### config.mk
export PLATFORM = sky130hd
export DESIGN_NAME = alu_writeback_stage_flat
export DESIGN_NICKNAME = d
export VERILOG_FILES = /design/src/rtl/alu_writeback_stage_if.sv /design/src/rtl/alu_writeback_stage.sv /design/src/flat_wrapper.sv
export SDC_FILE = /design/constraint.sdc
export NUM_CORES = 1
export LEC_CHECK = 0
export CELL_PAD_IN_SITES_DETAIL_PLACEMENT = 1
export CELL_PAD_IN_SITES_GLOBAL_PLACEMENT = 1
export CORE_MARGIN = 5
export CORE_UTILIZATION = 45
export CTS_BUF_LIST = sky130_fd_sc_hd__clkbuf_4 sky130_fd_sc_hd__clkbuf_8
export DETAILED_ROUTE_END_ITERATION = 12
export DONT_BUFFER_PORTS = 1
export GPL_TIMING_DRIVEN = 0
export PLACE_DENSITY_LB_ADDON = 0.1
export SETUP_SLACK_MARGIN = 0.4
export SLEW_MARGIN = 10
export SYNTH_ARGS = -nofsm -noshare
export SYNTH_HDL_FRONTEND = slang
export SYNTH_SLANG_ARGS = --single-unit
export TNS_END_PERCENT = 10
### constraint.sdc
create_clock -name I_CLK -period 2.8 [get_ports I_CLK]
set_input_delay 0.14 -clock I_CLK [delete_from_list [all_inputs] [get_ports I_CLK]]
set_output_delay 0.14 -clock I_CLK [all_outputs]
set_load 0.05 [all_outputs]
### src/rtl/alu_writeback_stage_if.sv
// ---------------------------------------------------------------------------
// alu_writeback_stage_if
//   Bundles the ALU-side input handshake, the register-file-side output
//   handshake, the flush strobe and the condition-code query port of
//   alu_writeback_stage.
//
//   Upstream   : I_VALID / O_READY, with I_RESULT, I_STATUS, I_OPCODE, I_DEST,
//                I_WRITE_EN and I_SET_FLAGS as the entry payload
//   Downstream : O_VALID / I_READY, with O_RESULT, O_DEST, O_WRITE_EN
//   Control    : I_FLUSH discards every buffered entry
//   Status     : O_PSR (committed PSR), I_COND -> O_COND_TRUE
//
//   modport slave  : the stage's view (drives the O_* signals)
//   modport master : the environment's view (drives the I_* signals)
// ---------------------------------------------------------------------------
interface alu_writeback_stage_if #(
  parameter int P_WIDTH    = 16,
  parameter int P_REG_BITS = 4
);
  logic                  I_VALID;
  logic                  O_READY;
  logic [P_WIDTH-1:0]    I_RESULT;
  logic [4:0]            I_STATUS;
  logic [3:0]            I_OPCODE;
  logic [P_REG_BITS-1:0] I_DEST;
  logic                  I_WRITE_EN;
  logic                  I_SET_FLAGS;
  logic                  I_FLUSH;
  logic                  O_VALID;
  logic                  I_READY;
  logic [P_WIDTH-1:0]    O_RESULT;
  logic [P_REG_BITS-1:0] O_DEST;
  logic                  O_WRITE_EN;
  logic [4:0]            O_PSR;
  logic [3:0]            I_COND;
  logic                  O_COND_TRUE;

  modport slave (
    input  I_VALID, I_RESULT, I_STATUS, I_OPCODE, I_DEST, I_WRITE_EN,
           I_SET_FLAGS, I_FLUSH, I_READY, I_COND,
    output O_READY, O_VALID, O_RESULT, O_DEST, O_WRITE_EN, O_PSR, O_COND_TRUE
  );

  modport master (
    output I_VALID, I_RESULT, I_STATUS, I_OPCODE, I_DEST, I_WRITE_EN,
           I_SET_FLAGS, I_FLUSH, I_READY, I_COND,
    input  O_READY, O_VALID, O_RESULT, O_DEST, O_WRITE_EN, O_PSR, O_COND_TRUE
  );
endinterface

### src/rtl/alu_writeback_stage.sv
// ---------------------------------------------------------------------------
// alu_writeback_stage
//   Execute-to-writeback stage behind the CR16 ALU. Holds up to two ALU
//   results in an in-order circular buffer, presents the head entry to the
//   register file, commits the PSR in program order using per-opcode flag
//   masks, and evaluates CR16 branch/Scond condition codes.
//
//   Ports:
//     I_CLK   : clock, every state update happens on its rising edge
//     I_RESET : synchronous, active-high reset
//     bus     : alu_writeback_stage_if.slave (handshakes, payload, flush,
//               PSR and condition-code port)
//
//   Optional feature (macro ALU_WB_FLAG_FORWARD_EN):
//     When defined, O_COND_TRUE is evaluated against the PSR the valid head
//     entry would produce on commit, so a branch sees the flags one entry
//     early. O_PSR itself still changes only on pop.
// ---------------------------------------------------------------------------
module alu_writeback_stage #(
  parameter int P_WIDTH    = 16,
  parameter int P_REG_BITS = 4
) (
  input logic                  I_CLK,
  input logic                  I_RESET,
  alu_writeback_stage_if.slave bus
);

  typedef struct packed {
    logic [P_WIDTH-1:0]    result;
    logic [P_REG_BITS-1:0] dest;
    logic [3:0]            opcode;
    logic [4:0]            status;
    logic                  write_en;
    logic                  set_flags;
  } entry_t;

  // PSR bit positions: 0 C, 1 L, 2 F, 3 Z, 4 N
  localparam int Z_BIT = 3;

  // PSR after committing entry e on top of psr.
  function automatic logic [4:0] commit_psr(input logic [4:0] psr, input entry_t e);
    logic [4:0] nxt;
    nxt = psr;
    if (e.set_flags) begin
      case (e.opcode)
        4'd0, 4'd1, 4'd3:                    nxt = e.status;            // ADD/ADDC/SUB
        4'd4, 4'd5, 4'd6, 4'd7,
        4'd8, 4'd9, 4'd10, 4'd11:            nxt[Z_BIT] = e.status[Z_BIT]; // logic/shift
        default:                             nxt = psr;                 // MUL, 12-15
      endcase
    end
    return nxt;
  endfunction

  function automatic logic eval_cond(input logic [3:0] cond, input logic [4:0] psr);
    logic c, l, f, z, n;
    {n, z, f, l, c} = psr;
    case (cond)
      4'd0:    return z;
      4'd1:    return !z;
      4'd2:    return c;
      4'd3:    return !c;
      4'd4:    return l;
      4'd5:    return !l;
      4'd6:    return n;
      4'd7:    return !n;
      4'd8:    return f;
      4'd9:    return !f;
      4'd10:   return !l && !z;
      4'd11:   return l || z;
      4'd12:   return !n && !z;
      4'd13:   return n || z;
      4'd14:   return 1'b1;
      default: return 1'b0;
    endcase
  endfunction

  entry_t     mem_q [2];
  entry_t     mem_d [2];
  entry_t     head_q, head_d;     // registered copy of the head; holds when empty
  logic [1:0] count_q, count_d;
  logic       rd_ptr_q, rd_ptr_d;
  logic       wr_ptr_q, wr_ptr_d;
  logic [4:0] psr_q, psr_d;

  logic   push, pop;
  entry_t in_entry;
  logic [4:0] cond_psr;

  always_comb begin
    in_entry = '{result:    bus.I_RESULT,
                 dest:      bus.I_DEST,
                 opcode:    bus.I_OPCODE,
                 status:    bus.I_STATUS,
                 write_en:  bus.I_WRITE_EN,
                 set_flags: bus.I_SET_FLAGS};

    push = bus.I_VALID && (count_q != 2'd2);
    pop  = (count_q != 2'd0) && bus.I_READY;

    // NOTE: every always_comb output gets a default first so no path can
    // leave it unassigned and infer a latch.
    mem_d    = mem_q;
    count_d  = count_q;
    rd_ptr_d = rd_ptr_q;
    wr_ptr_d = wr_ptr_q;
    psr_d    = psr_q;

    if (bus.I_FLUSH) begin
      // Flush wins over a same-cycle push (dropped) and pop (no commit).
      count_d  = 2'd0;
      rd_ptr_d = 1'b0;
      wr_ptr_d = 1'b0;
    end else begin
      if (push) begin
        mem_d[wr_ptr_q] = in_entry;
        wr_ptr_d        = ~wr_ptr_q;
      end
      if (pop) begin
        rd_ptr_d = ~rd_ptr_q;
        psr_d    = commit_psr(psr_q, head_q);
      end
      case ({push, pop})
        2'b10:   count_d = count_q + 2'd1;
        2'b01:   count_d = count_q - 2'd1;
        default: count_d = count_q;
      endcase
    end

    // The head register tracks the next head so the entry appears one edge
    // after its push; when the buffer drains it keeps the last value.
    head_d = (count_d != 2'd0) ? mem_d[rd_ptr_d] : head_q;
  end

  always_ff @(posedge I_CLK) begin
    // NOTE: sequential state uses non-blocking assignments so every flop
    // samples the pre-edge values regardless of statement order.
    if (I_RESET) begin
      count_q  <= 2'd0;
      rd_ptr_q <= 1'b0;
      wr_ptr_q <= 1'b0;
      head_q   <= '0;
      psr_q    <= 5'b0;
    end else begin
      count_q  <= count_d;
      rd_ptr_q <= rd_ptr_d;
      wr_ptr_q <= wr_ptr_d;
      head_q   <= head_d;
      psr_q    <= psr_d;
    end
  end

  // NOTE: buffer storage is left out of reset; occupancy alone decides
  // whether a slot is meaningful, so clearing it would only cost reset fan-out.
  always_ff @(posedge I_CLK) begin
    mem_q <= mem_d;
  end

`ifdef ALU_WB_FLAG_FORWARD_EN
  // Only the head may be forwarded; the second entry waits its turn.
  assign cond_psr = (count_q != 2'd0) ? commit_psr(psr_q, head_q) : psr_q;
`else
  assign cond_psr = psr_q;
`endif

  assign bus.O_READY     = (count_q != 2'd2);
  assign bus.O_VALID     = (count_q != 2'd0);
  assign bus.O_RESULT    = head_q.result;
  assign bus.O_DEST      = head_q.dest;
  assign bus.O_WRITE_EN  = (count_q != 2'd0) && head_q.write_en;
  assign bus.O_PSR       = psr_q;
  assign bus.O_COND_TRUE = eval_cond(bus.I_COND, cond_psr);

endmodule

### src/flat_wrapper.sv
// flat-port wrapper written by rule: the top's interface ports become plain ports
module alu_writeback_stage_flat 
#(
  parameter int P_WIDTH    = 16,
  parameter int P_REG_BITS = 4
)
  (I_CLK, I_RESET, bus_I_VALID, bus_I_RESULT, bus_I_STATUS, bus_I_OPCODE, bus_I_DEST, bus_I_WRITE_EN, bus_I_SET_FLAGS, bus_I_FLUSH, bus_I_READY, bus_I_COND, bus_O_READY, bus_O_VALID, bus_O_RESULT, bus_O_DEST, bus_O_WRITE_EN, bus_O_PSR, bus_O_COND_TRUE);
  alu_writeback_stage_if #(.P_WIDTH(P_WIDTH), .P_REG_BITS(P_REG_BITS)) bus_i ();
  input logic I_CLK;
  input logic I_RESET;
  input wire logic [$bits(bus_i.I_VALID)-1:0] bus_I_VALID;
  input wire logic [$bits(bus_i.I_RESULT)-1:0] bus_I_RESULT;
  input wire logic [$bits(bus_i.I_STATUS)-1:0] bus_I_STATUS;
  input wire logic [$bits(bus_i.I_OPCODE)-1:0] bus_I_OPCODE;
  input wire logic [$bits(bus_i.I_DEST)-1:0] bus_I_DEST;
  input wire logic [$bits(bus_i.I_WRITE_EN)-1:0] bus_I_WRITE_EN;
  input wire logic [$bits(bus_i.I_SET_FLAGS)-1:0] bus_I_SET_FLAGS;
  input wire logic [$bits(bus_i.I_FLUSH)-1:0] bus_I_FLUSH;
  input wire logic [$bits(bus_i.I_READY)-1:0] bus_I_READY;
  input wire logic [$bits(bus_i.I_COND)-1:0] bus_I_COND;
  output wire logic [$bits(bus_i.O_READY)-1:0] bus_O_READY;
  output wire logic [$bits(bus_i.O_VALID)-1:0] bus_O_VALID;
  output wire logic [$bits(bus_i.O_RESULT)-1:0] bus_O_RESULT;
  output wire logic [$bits(bus_i.O_DEST)-1:0] bus_O_DEST;
  output wire logic [$bits(bus_i.O_WRITE_EN)-1:0] bus_O_WRITE_EN;
  output wire logic [$bits(bus_i.O_PSR)-1:0] bus_O_PSR;
  output wire logic [$bits(bus_i.O_COND_TRUE)-1:0] bus_O_COND_TRUE;
  assign bus_i.I_VALID = bus_I_VALID;
  assign bus_i.I_RESULT = bus_I_RESULT;
  assign bus_i.I_STATUS = bus_I_STATUS;
  assign bus_i.I_OPCODE = bus_I_OPCODE;
  assign bus_i.I_DEST = bus_I_DEST;
  assign bus_i.I_WRITE_EN = bus_I_WRITE_EN;
  assign bus_i.I_SET_FLAGS = bus_I_SET_FLAGS;
  assign bus_i.I_FLUSH = bus_I_FLUSH;
  assign bus_i.I_READY = bus_I_READY;
  assign bus_i.I_COND = bus_I_COND;
  assign bus_O_READY = bus_i.O_READY;
  assign bus_O_VALID = bus_i.O_VALID;
  assign bus_O_RESULT = bus_i.O_RESULT;
  assign bus_O_DEST = bus_i.O_DEST;
  assign bus_O_WRITE_EN = bus_i.O_WRITE_EN;
  assign bus_O_PSR = bus_i.O_PSR;
  assign bus_O_COND_TRUE = bus_i.O_COND_TRUE;
  alu_writeback_stage #(.P_WIDTH(P_WIDTH), .P_REG_BITS(P_REG_BITS)) u_core (.I_CLK(I_CLK), .I_RESET(I_RESET), .bus(bus_i));
endmodule
* Yosys cells after proc, flatten, opt, wreduce, memory -nomap -nowiden
Index checks and enable logic that the tools add are counted.
** Storage, ports and cells
- Output and inout port bits :: 29
- Register bits :: 102
- Word-level logic and storage cells :: 95
- Input port bits :: 40
** Cells by class
- Eq/ne operators :: 27
- Mux-type cells :: 13
- $lt $le $gt $ge :: 3
- Add/subtract/negate cells :: 2
- Bitwise operators :: 5
- Reductions and logical operators :: 22
** Operators by type and width (number)
- two-way mux 31 bit :: 4
- two-way mux 62 bit :: 2
- bitwise mux 62 bit :: 1
- equality test 4 bit, second input constant :: 11
- equality test 4 x 3 -> 1 bit, second input constant :: 8
- demux 31 bit (select 1 bit) :: 1
- case mux 1 bit (15 select lines) :: 1
- equality test 4 x 2 -> 1 bit, second input constant :: 3
- OR reduction 11 bit :: 1
- equality test 4 x 1 -> 1 bit, second input constant :: 2
- zero test 4 bit :: 2
- AND reduction 4 bit :: 2
- logical AND 1 bit :: 6
- zero test 1 bit :: 5
- greater-or-equal comparator 2 bit, second input constant :: 2
- inverter 1 -> 2 bit :: 2
- case mux 2 bit (2 select lines) :: 1
- nonzero test 2 bit :: 2
- inverter 1 bit :: 3
- OR reduction 3 bit :: 1
- adder 2 x 1 -> 2 bit, second input constant :: 1
- equality test 2 x 1 -> 1 bit, second input constant :: 1
- equality test 2 bit, second input constant :: 1
- logical OR 1 bit :: 2
- 6 further kinds :: 7

* Depth between registers and ports, before layout
- Depth after elaboration :: 11
- Mapped depth :: 9
- Depth with buffers taken out :: 8

* Worst setup path before layout
No wires, ideal clock.
- Kind :: reg-to-reg
- Start point :: register u_core.count_q[0]
- End point :: register u_core.head_q[10] (netlist bit)
- Path slack :: 0.217 ns
- Path buffers :: 1
- Required time :: 2.672 ns
- Stages on the path, launching flop included :: 10
- Setup time :: 0.128 ns
- Data arrival time :: 2.455 ns
- Clock period less this slack :: 2.583 ns
- Cells stage by stage :: dfxtp_1 nand2b_1 nand2_1 ha_1 nand3b_1 a21oi_2 nor3_2 buf_2 a221oi_2 nor2_1
** On the way
- Elaborated cells on any way between the ends :: 19
- Classes of those cells :: 2 x add/sub; 3 x eq/ne; 9 x mux; 1 x bitwise; 4 x reduce/logical
** RTL lines
- start: declaration :: RTL line alu_writeback_stage.sv:81 : logic [1:0] count_q, count_d;
- start signal: assignment :: RTL line alu_writeback_stage.sv:145 : count_q <= count_d;
- != test 2 bit *
- via bus_O_READY :: RTL line flat_wrapper.sv:21 : output wire logic [$bits(bus_i.O_READY)-1:0] bus_O_READY;
- logical AND 1 bit * :: RTL line alu_writeback_stage.sv:98 : push = bus.I_VALID && (count_q != 2'd2);
- two-way mux 62 bit :: RTL line alu_writeback_stage.sv:115 : if (push) begin
- two-way mux 62 bit :: RTL line alu_writeback_stage.sv:109 : if (bus.I_FLUSH) begin
- two-way mux 31 bit (not written as such) (3 in series) :: RTL line alu_writeback_stage.sv:132 : head_d = (count_d != 2'd0) ? mem_d[rd_ptr_d] : head_q;
- end signal: assignment :: RTL line alu_writeback_stage.sv:142 : head_q <= '0;
- end signal: assignment :: RTL line alu_writeback_stage.sv:148 : head_q <= head_d;
- end: declaration :: RTL line alu_writeback_stage.sv:80 : entry_t head_q, head_d;
The timed path passes the listed nets; every way through them passes the cells marked *. The select of a mux whose other input is x is not followed.
A chain may end at the register's enable or synchronous reset.

* Worst setup path in the final report
- Start point :: register u_core.psr_q[4] (netlist: u_core.bus.O_PSR[4])
- End point :: output bus_O_COND_TRUE
** On the way
- Word-level cells in the longest chain between the ends :: 3
- Elaborated cells on any way between the ends :: 4
- Classes of those cells :: 1 x mux; 3 x reduce/logical
** RTL lines
- start: declaration :: RTL line alu_writeback_stage.sv:84 : logic [4:0] psr_q, psr_d;
- start signal: assignment :: RTL line alu_writeback_stage.sv:149 : psr_q <= psr_d;
- zero test 1 bit :: RTL line alu_writeback_stage.sv:66, alu_writeback_stage.sv:71
- logical AND 1 bit :: RTL line alu_writeback_stage.sv:71 : 4'd12: return !n && !z;
- case mux 1 bit (15 select lines) * :: RTL line alu_writeback_stage.sv:58 : case (cond)
- end: declaration :: RTL line flat_wrapper.sv:27 : output wire logic [$bits(bus_i.O_COND_TRUE)-1:0] bus_O_COND_TRUE;
Mark *: on every way between the ends. The rest lies on a longest branch, timed or not.

==> flow_summary.toml <==
[sta]
setup_viol = 0
fin_ws_ns = 0.470
tns_ns = 0
drv_slew = 0
tightest_slew_ns = 1.04
min_period_over_period = 0.832
relSlewSlack = 0.301
rsz0062_at_grt = "yes"
hold_violations = 0
clock.fmax_mhz = 429
period_minus_slack_ns = 2.33
clock_skew_ns = 0.0117

[clock_tree]
ctsRootBufferMaster = "clkbuf_8"
clock-sinks = 102
clkTransAtPathRegs_ns = 0.09
cts_tree = "yes"
cts_buffers = 9
clk_latency_ns = 0.35
clockBufferDepth = 2
htree_levels = 3

[global_routing]
grt_max_degree = 16
grt_usage = 0.180
grt_pass1_vias = 3213
antenna_found_initial = 0
grt-ovfl-total = 0
grt_pass1_wl_microns = 16200

[detailed_routing]
ant_nets = 0
via_count = 2873
post-route-drc-count = 0
detail_route.iter0.violations = 88
finalWirelength_microns = 9620
post_drt_wl_per_cell_microns = 18.2
dr.pass1.iters = 4
avgViaCountPerCell = 5.44

[synth]
syn-instance-count = 370
ys_warn_count = 0
yosysTopAreaCellShare = 0.496
synth.distinct_cells = 45
synth_area_leader_cell = "dfxtp_1"
synthArstFlopShare = 0
avgSynthCellArea_sq_um = 11.1
synth_edf_count = 0
synthTopCellsByArea = "dfxtp_1 50%, mux2_2 11%, mux2_1 5.5%, buf_4 4.2%, o21ai_0 3.9%"
synth_nets = 412
syn-cell-area_sq_um = 4120
synth_ff_type = "dfxtp_1"
yosysSeqAreaShare = 0.496
synth-seq-cells = 102

[power]
ir_drop_uv = 355
pwr-share-comb = 0.207
internal_power_mw = 2.61
netSwitchingFraction = 0.265
leakage_nw = 1.90
p_per_area_nw_per_um2 = 725
clkPwrFrac = 0.291
p_switching_uw = 943
p_seq_frac = 0.503

[critical_path]
cp_max_fo = 4
ff2ff_setup_slack_ns = 0.47
endpoint_kind = "output pin"
critPathKind = "flop to output pin"
cp-start-kind = "flop"
critPathRequiredTime_ns = 2.66
arrival_ns = 2.19

[outcome]
status = "completed"

[finish]
nets = 458
area_growth_pct = 19.2
drive_gt1_frac = 0.290
fin_util = 0.557
seqCellArea_sq_um = 2060
fillers = 957
diodes = 0
multi_input_area_sq_um = 1820

[die]
rows = 34
fp.dieW_microns = 106
die_h_microns = 106
start_util = 0.467
dieArea_sq_um = 11200
core_area_sq_um = 8810
io_pins = 69

[place]
dp_hpwl_microns = 6730
dp_slack_ns = 0.00209
gp_congestion = 0.743
portBuffers = 0

[worst_hold_path]
holdCritPathClass = "input pin to flop"

[job]
cap_violations = 0
==> cell type report <==
class | instances | area share
flip-flops and latches | 102 | 0.419
clock inverters | 3 | 0.0138
repair buffers | 35 | 0.0714
well taps | 108 | 0.0275
multi-input cells | 220 | 0.370
inverters | 4 | 0.00306
plain buffers | 44 | 0.0630
clock buffers | 12 | 0.0324
==> power groups by stage <==
| stage | Combinational [mW] | Sequential, mW | Clock (mW) |
|---|---|---|---|
| 2_1_floorplan | 0.571 | 1.80 | 0 |
| 3_3_place_gp | 0.644 | 1.81 | 0 |
| 3_5_place_dp | 0.668 | 1.83 | 0 |
| 4_1_cts | 0.735 | 1.79 | 1.06 |
| 5_1_grt | 0.802 | 1.82 | 1.14 |
| 6_report | 0.735 | 1.79 | 1.03 |
==> cell usage after synthesis (4+ instances only) <==
master and n:
a21oi_1 31, a22oi_1 21, a22oi_2 8, buf_2 5
buf_4 23, buf_6 4, clkbuf_1 10, dfxtp_1 102
inv_1 4, mux2_1 20, mux2_2 39, mux2i_1 6
nand2_1 5, nand2b_1 5, nor2_1 13, o21ai_0 32
==> placed cells by master, fill, tap and decap left out, types with 2 or more instances in the layout <==
cell,synthesis,layout
buf_4,23,25
nand2b_1,5,4
and2_1,2,2
nand2_1,5,4
bufinv_16,0,2
buf_2,5,3
xor2_1,3,3
clkbuf_1,10,8
buf_1,2,2
a22oi_2,8,9
mux2_2,39,39
dlygate4sd3_1,0,31
o21ai_0,32,32
mux2_1,20,20
nor3_1,2,2
clkbuf_8,0,11
dfxtp_2,0,2
clkbuf_2,0,2
nor2b_1,3,3
mux2i_1,6,6
buf_6,4,7
inv_1,4,4
nor2_1,13,13
mux2_4,3,3
a22oi_1,21,20
dfxtp_1,102,97
a21oi_1,31,30
dfxtp_4,0,3
xnor2_1,2,2
o21a_1,3,3
==> critical path, stage by stage, from the launching register on <==
cell      delay (ns)
dfxtp_4         0.47
nand2b_1        0.15
a21oi_2         0.07
o21ai_0         0.15
o311ai_0        0.14
o211ai_1        0.85
==> layer usage <==
metal,global-route usage,vias up,part of all wire
li1,-,1395,-
met1,0.219,1422,0.44
met2,0.316,51,0.51
met3,0.0483,5,0.041
met4,0.0463,0,0.0073
met5,0,-,0
==> logic make-up after synthesis <==
group,share of synthesized area
simple gates,0.0572
mux,0.190
buf+inv,0.0736
flops,0.496
xor+xnor,0.0106
fa+ha+maj,0.00608
compound gates,0.166
==> metrics by stage <==
stage	instances	hold slack, ns	power, mW	cell area, sq um
finish	528	0.0769	3.56	4910
global route	528	0.0582	3.75	4910
CTS	527	0.112	3.58	4890
detailed placement	478	0.297	2.49	4250
global placement	478	0.293	2.45	4250
floorplan	370	0.288	2.37	4120
==> state kept, by name, summed over array words and instances (netlist names) <==
register             flops
u_core.mem_q            62
u_core.bus.O_RESULT     16
u_core.count_q           2
u_core.bus.O_DEST        4
u_core.bus.O_PSR         5
u_core.wr_ptr_q          1
u_core.head_q           11
u_core.rd_ptr_q          1
==> path summary, 6_finish.rpt <==
path | cells after the start | start | to
max | 5 | u_core.bus.O_PSR[4]$_SDFFE_PP0P_ | bus_O_COND_TRUE
min | 3 | bus_I_VALID | u_core.wr_ptr_q$_SDFFE_PP0N_
max reg2reg | 10 | u_core.count_q[0]$_SDFF_PP0_ | u_core.head_q[5]$_SDFFE_PP0P_
min reg2reg | 1 | u_core.mem_q[43]$_DFF_P_ | u_core.mem_q[43]$_DFF_P_
==> repair_timing <==
item                                   in CTS  in global routing
hold buffers                               31                  0
resized for setup                          21                  3
endpoints found under the hold margin      62                  0
pin swaps                                   3                  4
setup buffers                               1                  1
cloned                                      2                  0
setup endpoints to repair                  32                 31
Note: power is estimated with default switching activity, not from simulation.
